$ cat src/rtl/nn_pkg.sv
// Shared definitions for the activation-vector datapath.
// Holds the activation width, the default fan-in, the neuron pipeline
// latency, the activation type and the loader FSM state encoding.
package nn_pkg;

  localparam int ACT_W        = 16;  // activation width, two's complement
  localparam int N_IN_DEFAULT = 10;  // default neuron fan-in
  localparam int NODE_LAT     = 3;   // input reg + sum reg + ReLU reg
  localparam int HOLD_DEFAULT = 3;   // default minimum bank hold time

  typedef logic signed [ACT_W-1:0] act_t;

  typedef enum logic [1:0] {
    FILL = 2'd0,  // collecting samples into the shadow buffer
    WAIT = 2'd1,  // shadow full, waiting for the active bank hold to expire
    XFER = 2'd2   // copying shadow into the active bank
  } load_state_t;

endpackage

$ cat src/rtl/act_vector_loader_if.sv
// Serial activation stream: valid/ready handshake carrying one signed
// activation per transfer, with s_last marking the final sample of a frame.
//   master : producer side (drives s_valid, s_data, s_last; reads s_ready)
//   slave  : loader side   (reads s_valid, s_data, s_last; drives s_ready)
interface act_vector_loader_if
  import nn_pkg::*;
#(
  parameter int W = ACT_W
);

  logic         s_valid;
  logic [W-1:0] s_data;
  logic         s_last;
  logic         s_ready;

  modport master (
    output s_valid,
    output s_data,
    output s_last,
    input  s_ready
  );

  modport slave (
    input  s_valid,
    input  s_data,
    input  s_last,
    output s_ready
  );

endinterface

$ cat src/rtl/act_lat_pipe.sv
// LAT-deep single-bit delay line. A pulse on din appears on dout exactly LAT
// cycles later; back-to-back pulses stay separate. Used to turn the vector
// strobe into the result-valid tag matching the neuron pipeline latency.
//   clk, reset : clock, synchronous active-high reset (clears every stage)
//   din        : pulse in
//   dout       : pulse out, LAT cycles later
module act_lat_pipe
  import nn_pkg::*;
#(
  parameter int LAT = NODE_LAT  // must be >= 1
) (
  input  logic clk,
  input  logic reset,
  input  logic din,
  output logic dout
);

  generate
    for (genvar gi = 0; gi < LAT; gi++) begin : g_stage
      logic stage_reg;
      if (gi == 0) begin : g_head
        always_ff @(posedge clk) begin
          if (reset) stage_reg <= 1'b0;
          else       stage_reg <= din;
        end
      end else begin : g_body
        always_ff @(posedge clk) begin
          if (reset) stage_reg <= 1'b0;
          else       stage_reg <= g_stage[gi-1].stage_reg;
        end
      end
    end
  endgenerate

  assign dout = g_stage[LAT-1].stage_reg;

endmodule

$ cat src/rtl/act_vector_loader.sv
// Producer end of the parallel activation interface. Serial activations are
// collected into a shadow buffer; each correctly framed vector is copied into
// a held output bank, announced by vec_strobe, and tagged LAT cycles later by
// res_valid when the downstream neurons have produced their outputs.
//   clk, reset : clock, synchronous active-high reset
//   s          : serial activation stream (slave side)
//   vec_out    : active bank, element k at [k*W +: W]
//   vec_strobe : one-cycle pulse while the freshly loaded bank is first visible
//   res_valid  : one-cycle pulse LAT cycles after vec_strobe
//   frame_err  : one-cycle pulse after a mis-framed sample is accepted
//   frame_cnt  : number of vectors transferred, wraps at 16 bits
module act_vector_loader
  import nn_pkg::*;
#(
  parameter int N_IN = N_IN_DEFAULT,  // must be >= 2
  parameter int W    = ACT_W,
  parameter int HOLD = HOLD_DEFAULT,
  parameter int LAT  = NODE_LAT
) (
  input  logic              clk,
  input  logic              reset,
  act_vector_loader_if.slave s,
  output logic [N_IN*W-1:0] vec_out,
  output logic              vec_strobe,
  output logic              res_valid,
  output logic              frame_err,
  output logic [15:0]       frame_cnt
);

  localparam int IDX_W  = $clog2(N_IN);
  localparam int HOLD_W = $clog2(HOLD + 2);
  localparam logic [IDX_W-1:0]  LAST_IDX  = IDX_W'(N_IN - 1);
  localparam logic [HOLD_W-1:0] HOLD_LOAD = HOLD_W'(HOLD);

  load_state_t       state_reg, state_next;
  logic [IDX_W-1:0]  wr_idx_reg, wr_idx_next;
  logic              shadow_full_reg, shadow_full_next;
  logic [HOLD_W-1:0] hold_cnt_reg, hold_cnt_next, hold_dec;
  logic [15:0]       frame_cnt_reg, frame_cnt_next;
  logic              strobe_reg, strobe_next;
  logic              frame_err_reg, frame_err_next;
  logic              accept, xfer;

  logic [W-1:0] shadow   [N_IN];
  logic [W-1:0] bank_reg [N_IN];

  assign s.s_ready = !reset && !shadow_full_reg;
  assign accept    = s.s_valid && s.s_ready;

  // Saturating decrement, applied every cycle unless XFER reloads it.
  assign hold_dec = (hold_cnt_reg != '0) ? hold_cnt_reg - 1'b1 : hold_cnt_reg;

  always_ff @(posedge clk) begin
    if (reset) begin
      state_reg       <= FILL;
      wr_idx_reg      <= '0;
      shadow_full_reg <= 1'b0;
      hold_cnt_reg    <= '0;
      frame_cnt_reg   <= '0;
      strobe_reg      <= 1'b0;
      frame_err_reg   <= 1'b0;
    end else begin
      state_reg       <= state_next;
      wr_idx_reg      <= wr_idx_next;
      shadow_full_reg <= shadow_full_next;
      hold_cnt_reg    <= hold_cnt_next;
      frame_cnt_reg   <= frame_cnt_next;
      strobe_reg      <= strobe_next;
      frame_err_reg   <= frame_err_next;
    end
  end

  always_comb begin
    state_next       = state_reg;
    wr_idx_next      = wr_idx_reg;
    shadow_full_next = shadow_full_reg;
    hold_cnt_next    = hold_dec;
    frame_cnt_next   = frame_cnt_reg;
    strobe_next      = 1'b0;
    frame_err_next   = 1'b0;
    xfer             = 1'b0;

    case (state_reg)
      FILL: begin
        if (accept) begin
          if (wr_idx_reg == LAST_IDX) begin
            wr_idx_next = '0;
            if (s.s_last) begin
              shadow_full_next = 1'b1;
              state_next       = WAIT;
            end else begin
              frame_err_next = 1'b1;  // frame too long: no s_last on last slot
            end
          end else if (s.s_last) begin
            wr_idx_next    = '0;      // frame too short: drop partial contents
            frame_err_next = 1'b1;
          end else begin
            wr_idx_next = wr_idx_reg + 1'b1;
          end
        end
      end

      // Leave WAIT once the hold time will have expired by the XFER cycle;
      // even with the hold already expired WAIT lasts one cycle, so the
      // last-sample to bank-update delay is always two cycles.
      WAIT: begin
        if (hold_dec == '0) state_next = XFER;
      end

      XFER: begin
        xfer             = 1'b1;
        hold_cnt_next    = HOLD_LOAD;
        frame_cnt_next   = frame_cnt_reg + 16'd1;
        shadow_full_next = 1'b0;
        strobe_next      = 1'b1;
        state_next       = FILL;
      end

      default: state_next = FILL;
    endcase
  end

  // Shadow buffer has no reset: wr_idx restarting at 0 discards stale data.
  always_ff @(posedge clk) begin
    if (accept) shadow[wr_idx_reg] <= s.s_data;
  end

  always_ff @(posedge clk) begin
    for (int k = 0; k < N_IN; k++) begin
      if (reset)     bank_reg[k] <= '0;
      else if (xfer) bank_reg[k] <= shadow[k];
    end
  end

  generate
    for (genvar gi = 0; gi < N_IN; gi++) begin : g_pack
      assign vec_out[gi*W +: W] = bank_reg[gi];
    end
  endgenerate

  act_lat_pipe #(.LAT(LAT)) u_lat_pipe (
    .clk   (clk),
    .reset (reset),
    .din   (strobe_reg),
    .dout  (res_valid)
  );

  assign vec_strobe = strobe_reg;
  assign frame_err  = frame_err_reg;
  assign frame_cnt  = frame_cnt_reg;

endmodule

$ cat src/flat_wrapper.sv
// flat-port wrapper written by rule: the top's interface ports become plain ports
module act_vector_loader_flat import nn_pkg::*;
#(
  parameter int N_IN = N_IN_DEFAULT,                 
  parameter int W    = ACT_W,
  parameter int HOLD = HOLD_DEFAULT,
  parameter int LAT  = NODE_LAT
)
  (clk, reset, vec_out, vec_strobe, res_valid, frame_err, frame_cnt, s_s_valid, s_s_data, s_s_last, s_s_ready);
  act_vector_loader_if #(.W(W)) s_i ();
  input  logic clk;
  input  logic reset;
  output logic [N_IN*W-1:0] vec_out;
  output logic vec_strobe;
  output logic res_valid;
  output logic frame_err;
  output logic [15:0] frame_cnt;
  input wire logic [$bits(s_i.s_valid)-1:0] s_s_valid;
  input wire logic [$bits(s_i.s_data)-1:0] s_s_data;
  input wire logic [$bits(s_i.s_last)-1:0] s_s_last;
  output wire logic [$bits(s_i.s_ready)-1:0] s_s_ready;
  assign s_i.s_valid = s_s_valid;
  assign s_i.s_data = s_s_data;
  assign s_i.s_last = s_s_last;
  assign s_s_ready = s_i.s_ready;
  act_vector_loader #(.N_IN(N_IN), .W(W), .HOLD(HOLD), .LAT(LAT)) u_core (.clk(clk), .reset(reset), .s(s_i), .vec_out(vec_out), .vec_strobe(vec_strobe), .res_valid(res_valid), .frame_err(frame_err), .frame_cnt(frame_cnt));
endmodule
$ cat config.mk
export PLATFORM = sky130hd
export DESIGN_NAME = act_vector_loader_flat
export DESIGN_NICKNAME = d
export VERILOG_FILES = /design/src/rtl/nn_pkg.sv /design/src/rtl/act_vector_loader_if.sv /design/src/rtl/act_lat_pipe.sv /design/src/rtl/act_vector_loader.sv /design/src/flat_wrapper.sv
export SDC_FILE = /design/constraint.sdc
export NUM_CORES = 1
export LEC_CHECK = 0
export CORE_MARGIN = 5
export CORE_UTILIZATION = 53
export DETAILED_ROUTE_END_ITERATION = 12
export GPL_TIMING_DRIVEN = 0
export MAX_ROUTING_LAYER = met4
export PLACE_DENSITY = 0.81
export SYNTH_ARGS = -nofsm -noshare
export SYNTH_HDL_FRONTEND = slang
export SYNTH_SLANG_ARGS = --single-unit
$ cat constraint.sdc
create_clock -name clk -period 6.7 [get_ports clk]
set_input_delay 1.34 -clock clk [delete_from_list [all_inputs] [get_ports clk]]
set_output_delay 1.34 -clock clk [all_outputs]
set_load 0.01 [all_outputs]
======== Word-level counts from Yosys, hierarchy flattened ========
Memory sizes are Yosys's and may differ from the RTL's.
Cells that the tools add are included.
word-level totals
  bits in writable memories ............... 320
  output and inout port bits .............. 180
  bits of input ports ..................... 20
  register bits after elaboration ......... 31
  memories ................................ 2
memories
  memory           depth  bits a word  rd ports  clocked after memory_dff  wr ports  RTL line                 source
  u_core.bank_reg  10     16           10        0                         10        act_vector_loader.sv:45  logic [W-1:0] bank_reg [N_IN];
  u_core.shadow    10     16           10        0                         1         act_vector_loader.sv:44  logic [W-1:0] shadow [N_IN];
operators by class
  add/sub/neg operators ................... 3
  mux-type cells .......................... 34
  equality and inequality tests ........... 7
  reductions and logical operators ........ 13
  bitwise gates (word level) .............. 12
operator list
  kind                                                                   count
  16-bit two-way mux                                                     10
  16-bit by 1-bit adder with 16-bit output, second input constant        1
  1-bit two-way mux                                                      14
  2-bit two-way mux                                                      5
  1-bit bitwise OR                                                       10
  4-bit two-way mux                                                      2
  4-bit AND reduction                                                    2
  2-bit by 1-bit != test with 1-bit output, second input constant        3
  4-bit by 1-bit adder with 4-bit output, second input constant          1
  4-bit equality test, second input constant                             1
  2-bit one-hot mux with 2 select lines                                  1
  3-bit logical NOT                                                      1
  3-bit two-way mux                                                      1
  3-bit nonzero test                                                     1
  3-bit OR reduction                                                     1
  3-bit by 1-bit subtractor with 3-bit output, second input constant     1
  2-bit by 1-bit equality test with 1-bit output, second input constant  1
  2-bit equality test, second input constant                             1
  1-bit logical AND                                                      2
  1-bit logical NOT                                                      2
  2-bit logical NOT                                                      1
  2-bit != test, second input constant                                   1
  1-bit inverter                                                         2
  1-bit one-hot mux with 2 select lines                                  1
  3 further kinds                                                        3

======== Depth between registers and ports, before layout ========
Gate-level depths: netlist of the first run.
  word-level depth ........................ 6
  depth in mapped cells ................... 7
  depth with buffers taken out ............ 6

======== Hierarchy ========
A second synthesis of the first run with hierarchy kept.
unflattened totals
  cells, all modules ...................... 665
  area total of the unflattened synthesis .. 12211.7 um^2
by module, submodules not included
  module             area each (um^2)  cells each  instances
  act_vector_loader  12132.9           659         1
  act_lat_pipe       78.8              6           1

======== Worst setup path after synthesis of the first run ========
Ideal clock, no wire load.
  kind .................................... input to register
  start point ............................. input port reset
  end point ............................... memory u_core.bank_reg[0][0] in the netlist's numbering, enable pin
  arrival time ............................ 5.491 ns
  stages on the path ...................... 2
  path slack .............................. 0.661 ns
  data required time ...................... 6.151 ns
  buffers on the path ..................... 1
  path through ............................ clkbuf_1 -> nand2b_1
RTL lines
  item                RTL line                 source
  start: declaration  flat_wrapper.sv:12       input logic reset;
  end: declaration    act_vector_loader.sv:45

======== Worst setup path in the final report of the first run ========
  start point ............................. input port reset
  end point ............................... output port s_s_ready
on the way
  word-level cells in the longest chain between the ends .. 2
ends and longest elaborated chain
  item               RTL line                 source
  1-bit logical NOT  act_vector_loader.sv:47  assign s.s_ready = !reset && !shadow_full_reg;
  1-bit logical AND  act_vector_loader.sv:47
  end: declaration   flat_wrapper.sv:21       output wire logic [$bits(s_i.s_ready)-1:0] s_s_ready;
No other way between the ends.

==> results.tsv, run 1 <==
stage	metric	value	unit
drt	wl_per_cell	20.9	um
clocking	cts_tree	done	
worst_setup_path	worst_r2r_path_depth	4	
min_path	hp-class	reg -> reg	
grt	grt_max_degree	70	
worst_setup_path	cp.arrival	2.87	ns
sta	period_share	0.628	
worst_setup_path	timing.rr.end	u_core.shadow[5][4]	
sta	finalClockSkew	0.00861	ns
worst_setup_path	crit_fanout	10	
clocking	cts_made_buffers	34	
drt	vias_per_cell	5.12	
grt	grt_pass1_vias	6407	
final_layout	antennaDiodeCount	0	
clocking	post_cts_resized	0	
grt	met1_usage	0.240	
sta	fmax	0.238	GHz
drt	routed-via-count	6253	
worst_setup_path	crit_top_cell	clkdlybuf4s50_1	
clocking	clk_pin_slew	0.06	ns
grt	antenna_found_initial	0	
worst_setup_path	critPathMaxStageDelay	0.54	ns
final_layout	nets	939	
placement	gp_congestion	0.812	
synthesis	syn_nets	700	
power_and_ir_drop	power_frac_comb	0.049	
floorplan	dieArea	26100	um^2
floorplan	die_w	162	um
clocking	ctsHtreeMaxLevel	2	
sta	maxSlewViolCount	0	
power_and_ir_drop	p_sw_frac	0.198	
worst_setup_path	crit_chain	clkdlybuf4s50_1, clkbuf_1, nor2_1, clkdlybuf4s50_1	
drt	drt_wl_total	25600	um
power_and_ir_drop	p_total	4.43	mW
grt	use_met3	0.0508	
synthesis	syn_inst	673	
sta	max_slew_margin	0.342	
min_path	min_path_cells	1	
grt	grt_pass1_wl	38200	um
grt	grt_use_total	0.201	
placement	dp_hpwl	16900	um
grt	gr-total-overflow	0	
worst_setup_path	critPathCaptureType	output pin	
final_layout	drive_gt1_frac	0.0641	
synthesis	synth_async_sr_flop_share	0	
sta	hold_viol_final	0	
min_path	hold_start	u_core.u_lat_pipe.g_stage[1].stage_reg	
sta	rsz0062_at_grt	false	
synthesis	synth_edf_count	320	
grt	grt.busiest_layer	met2	
sta	fin_crit	4.21	ns
synthesis	yosysTopAreaCellShare	0.789	
clocking	insertion_delay	0.49	ns
clocking	cts_setup_buffers	0	
clocking	clk_path_buf_depth	3	
worst_setup_path	required	5.36	ns
synthesis	syn_avg_cell_area	18.1	um^2
sta	setup_viol	0	
power_and_ir_drop	p_per_area	283	nW/um^2
worst_setup_path	crit_buf_inv	3	
final_layout	fillers	1424	
grt	use_met2	0.341	
clocking	ctsHoldBuffers	0	
synthesis	ys_warn_count	0	
worst_setup_path	critPathSlowestCell	clkdlybuf4s50_1	
power_and_ir_drop	p_clk_frac	0.397	
worst_setup_path	ff2ff_setup_slack	4.09	ns
synthesis	yosysUniqueCellTypes	39	
drt	drtIter0Drc	465	
worst_setup_path	crit_family	buffers and inverters	
worst_setup_path	critical_path.startpoint_type	input port	
worst_setup_path	path_class	in -> out	
sta	tns	0	ns
drt	ant_nets	0	
floorplan	start_util	0.538	
synthesis	yosys.area.top_type	edfxtp_1	
drt	drc_errors	0	
worst_setup_path	timing.rr.start	u_core.shadow_full_reg	
min_path	min_to	u_core.u_lat_pipe.dout	
placement	io_buffers	199	
sta	tightestPinTransition	0.988	ns
power_and_ir_drop	intPower	3.55	mW
clocking	cts_sinks	351	
power_and_ir_drop	irDropWorstVdd	159	uV
final_layout	area_growth	28.5	%
floorplan	core_region_area	22600	um^2
clocking	clockRootBuffer	clkbuf_16	
power_and_ir_drop	p_leak	5.44	nW
run	max-cap-violations	0	
synthesis	synth_area	12200	um^2
synthesis	synth_ff_type	edfxtp_1	
drt	dr.pass1.iters	5	
power_and_ir_drop	power_frac_seq	0.554	
power_and_ir_drop	switchingPower	0.879	mW
floorplan	pin_count	200	
floorplan	rows	55	
synthesis	seq_area_frac_synth	0.840	
outcome	status	finished, final reports clean	
synthesis	yosys-top-cells-area	edfxtp_1 79%, and2_1 8.7%, dfxtp_1 5.1%, ha_1 0.72%, xnor2_1 0.65%	
floorplan	die_h	162	um
synthesis	synth_seq_cells	351	
## through the flow
step,util,hold slack (ns),std cells,area (um^2),setup slack (ns)
after floorplan,-,0.414,673,12200,0.661
after global placement,0.642,0.423,1157,14500,-1.43
after global routing,0.691,0.451,1221,15700,2.38
after detailed placement,0.646,0.436,1161,14600,2.50
final,0.691,0.439,1221,15700,2.49
after CTS,0.691,0.446,1221,15700,2.49
## routing by layer
layer | vias to the layer above | share of wire
met5 | - | 0
met4 | 0 | 0.026
met3 | 44 | 0.075
met2 | 230 | 0.51
met1 | 3068 | 0.39
li1 | 2911 | -
## how the worst max path moves through the flow
stage	from	to	slack [ns]	cells after the start
2_1_floorplan	reset	u_core.bank_reg[0][0]	0.66	2
3_3_place_gp	reset	u_core.bank_reg[2][16]	-1.43	3
3_5_place_dp	reset	s_s_ready	2.50	4
4_1_cts	reset	s_s_ready	2.49	4
5_1_grt	reset	s_s_ready	2.38	4
6_report	reset	s_s_ready	2.49	4
## synthesized netlist by cell type, types with 2 or more instances
cell and n:
a21oi_1 12, and2_1 169, buf_1 2, clkbuf_1 19, dfxtp_1 31, edfxtp_1 320, ha_1 7, inv_1 9
nand2_1 13, nand2b_1 3, nand3_1 8, nand3b_1 2, nand4_1 2, nor2_1 20, nor2b_1 5, nor3_1 7
nor3b_1 2, nor4_1 3, o21ai_0 5, o31ai_1 2, or3b_2 2, or4_1 2, xnor2_1 9, xor2_1 4
## logic make-up after synthesis
family                     Yosys count  synth area share
buffers and inverters               31           0.00965
AOI/OAI and AO/OA                   22            0.0102
adders and majority gates            7           0.00719
muxes                                1          0.000822
DFF                                351             0.840
xor gates and xnor gates            13           0.00935
and+or+nand+nor                    248             0.123
## cell usage in the layout (no fill, tap or decap), types with 7 or more instances in the layout
| master | n |
|---|---|
| a21oi_1 | 12 |
| clkbuf_1 | 30 |
| nor2_1 | 20 |
| clkbuf_16 | 35 |
| nand3_1 | 8 |
| ha_1 | 7 |
| clkdlybuf4s50_1 | 199 |
| edfxtp_1 | 320 |
| nand2_1 | 13 |
| inv_1 | 9 |
| and2_1 | 169 |
| nor3_1 | 7 |
| dfxtp_1 | 31 |
| xnor2_1 | 9 |
## area by class of cell
class                           count  area, um^2  area share
Sequential cell                   351       10200       0.653
Timing Repair Buffer              203        2070       0.132
Multi-Input combinational cell    291        1860       0.119
Clock buffer                       48         945      0.0603
Tap cell                          285         357      0.0228
Buffer                             22        83.8     0.00535
Clock inverter                     12        82.6     0.00527
Inverter                            9        33.8     0.00216
## power by group through the flow
stage / Combinational (mW) / Clock (mW) / Sequential, mW
floorplan: 0.0699 / 0 / 2.52
global placement: 0.205 / 0 / 2.51
detailed placement: 0.219 / 0 / 2.50
CTS: 0.220 / 1.79 / 2.45
global route: 0.236 / 1.89 / 2.46
finish: 0.216 / 1.76 / 2.45
(Power assumes the default switching activity.)
==> inputs of run 2 (changes only) <==
==> constraint.sdc (replaced) <==
create_clock -name clk -period 4.27 [get_ports clk]
set_input_delay 0.854 -clock clk [delete_from_list [all_inputs] [get_ports clk]]
set_output_delay 0.854 -clock clk [all_outputs]
set_load 0.01 [all_outputs]
==> results.tsv, run 2 (synthesized netlist as in run 1, its figures left out) <==
stage	metric	value	unit	change
outcome	status	finished, final reports clean		
worst_setup_path	required	3.42	ns	-1.94 ns
sta	fin_ws	1.01	ns	-1.48 ns
clocking	clockRootBuffer	clkbuf_16		
worst_setup_path	critPathSlowestCell	clkdlybuf4s50_1		
drt	ant_nets	0		unchanged
drt	routed-via-count	6286		+0.53%
clocking	ctsHtreeMaxLevel	2		unchanged
drt	drt-met1-wl	9740	um	-1.6%
grt	antenna_found_initial	0		unchanged
power_and_ir_drop	switchingPower	1.43	mW	+62%
drt	wl_met2	12900	um	-1.1%
drt	drt_wl_total	25300	um	-1.2%
final_layout	antennaDiodeCount	0		unchanged
worst_setup_path	critical_path.startpoint_type	input port		
floorplan	dieArea	26100	um^2	unchanged
clocking	post_cts_resized	0		unchanged
worst_setup_path	path_class	in -> out		
floorplan	die_w	162	um	unchanged
drt	drc_errors	0		unchanged
placement	io_buffers	199		unchanged
worst_setup_path	cp-startpoint	reset		
power_and_ir_drop	p_clk_frac	0.400		+0.003
worst_setup_path	crit_family	buffers and inverters		
grt	grt_pass1_wl	37600	um	-1.6%
clocking	cts_sinks	351		unchanged
grt	grt_max_degree	77		+10%
placement	dp_worst_setup_slack	0.736	ns	-1.76 ns
power_and_ir_drop	p_leak	5.45	nW	+0.25%
power_and_ir_drop	p_sw_frac	0.204		+0.00609
power_and_ir_drop	p_per_area	445	nW/um^2	+57%
sta	tightestPinTransition	0.999	ns	+0.0117 ns
sta	hold_ws	0.439	ns	+0.000133 ns
clocking	cts_made_buffers	35		+2.9%
power_and_ir_drop	power_frac_comb	0.048		about the same
sta	tns	0	ns	unchanged
final_layout	layout_commonest_cell	edfxtp_1		
sta	fmax	0.307	GHz	
drt	drtIter0Drc	369		-21%
final_layout	fin_util	0.693		+0.00133
drt	wl_met3	1870	um	-2.3%
clocking	clk_path_buf_depth	3		unchanged
sta	setup_viol	0		unchanged
sta	finalClockSkew	0.0296	ns	+0.0210 ns
final_layout	layout_common_cells	320 x edfxtp_1, 199 x clkdlybuf4s50_1, 169 x and2_1, 35 x clkbuf_16, 31 x dfxtp_1		
clocking	insertion_delay	0.52	ns	+0.03 ns
floorplan	pin_count	200		unchanged
min_path	hp-class	reg -> reg		
worst_setup_path	crit_buf_inv	3		unchanged
clocking	cts_setup_buffers	0		unchanged
clocking	clk_pin_slew	0.05	ns	about the same
final_layout	drive_gt1_frac	0.0691		+0.00497
power_and_ir_drop	irDropWorstVdd	265	uV	+67%
power_and_ir_drop	power_frac_seq	0.551		-0.003
floorplan	rows	55		unchanged
clocking	ctsHoldBuffers	0		unchanged
final_layout	area_growth	28.7	%	
sta	period_share	0.764		
drt	vias_per_cell	5.13		+0.12%
floorplan	die_h	162	um	unchanged
sta	fin_crit	3.26	ns	
grt	grt_pass1_vias	6269		-2.2%
worst_setup_path	timing.rr.start	u_core.shadow_full_reg		
sta	maxSlewViolCount	0		unchanged
worst_setup_path	critPathMaxStageDelay	0.54	ns	about the same
worst_setup_path	critPathCaptureType	output pin		
grt	gr-total-overflow	0		unchanged
power_and_ir_drop	intPower	5.56	mW	+56%
placement	gp_congestion	0.797		-1.9%
worst_setup_path	crit_top_cell	clkdlybuf4s50_1		
floorplan	core_region_area	22600	um^2	unchanged
drt	wl_per_cell	20.6	um	-1.6%
worst_setup_path	crit_fanout	10		unchanged
worst_setup_path	crit_chain	clkdlybuf4s50_1, clkbuf_1, nor2_1, clkdlybuf4s50_1		
final_layout	nets	942		+0.32%
clocking	cts_tree	done		
drt	top_layer	met4		
worst_setup_path	cp.arrival	2.41	ns	-0.46 ns
sta	max_slew_margin	0.334		-0.00779
placement	dp_hpwl	16700	um	-1.2%
min_path	hold_start	u_core.u_lat_pipe.g_stage[0].stage_reg		
drt	dr.pass1.iters	5		unchanged
run	max-cap-violations	0		unchanged
sta	hold_viol_final	0		unchanged
floorplan	start_util	0.538		unchanged
grt	grt_use_total	0.198		-0.00302
sta	rsz0062_at_grt	false		
==> run 2: cell types whose count changed in the layout (fill, tap and decap cells not counted) <==
| cell | before | now |
|---|---|---|
| clkinv_4 | 0 | 3 |
| clkbuf_8 | 2 | 0 |
| clkinv_2 | 5 | 4 |
| clkbuf_1 | 30 | 28 |
| clkinv_1 | 5 | 7 |
| inv_6 | 1 | 3 |
| buf_6 | 1 | 0 |
| buf_4 | 1 | 4 |
| clkinvlp_4 | 0 | 1 |
==> run 2: area by class of cell <==
| cell class | count | area [um^2] |
|---|---|---|
| Sequential cell | 351 | 10200 |
| Fill cell | 1398 | 6960 |
| Timing Repair Buffer | 205 | 2080 |
| Multi-Input combinational cell | 291 | 1860 |
| Clock buffer | 44 | 910 |
| Tap cell | 285 | 357 |
| Clock inverter | 19 | 136 |
| Buffer | 22 | 83.8 |
| Inverter | 9 | 33.8 |
==> run 2: layer usage <==
layer  up-vias  GRT usage
met5         -          -
met4         0     0.0646
met3        47     0.0485
met2       225      0.334
met1      3085      0.238
li1       2929          -
==> run 2: path summary, 6_finish.rpt <==
path | endpoint | slack, ns | depth (start not counted)
hold / removal | u_core.u_lat_pipe.g_stage[1].stage_reg | 0.44 | 1
setup reg to reg | u_core.shadow[5][10] | 1.69 | 4
setup / recovery | s_s_ready | 1.01 | 4
hold reg to reg | u_core.u_lat_pipe.g_stage[1].stage_reg | 0.44 | 1
==> run 2: power by group through the flow <==
stage,combinational (mW),clock (mW),sequential [mW]
5_1_grt,0.364,3.00,3.85
6_report,0.338,2.80,3.85
3_3_place_gp,0.318,0,3.93
2_1_floorplan,0.110,0,3.95
3_5_place_dp,0.340,0,3.92
4_1_cts,0.342,2.84,3.85
==> run 2: per-stage QoR <==
step,std cells,area (um^2),total power [mW]
after floorplan,673,12200,4.06
after global placement,1157,14500,4.25
after detailed placement,1163,14600,4.26
after CTS,1226,15700,7.03
after global routing,1226,15700,7.22
final,1226,15700,6.98
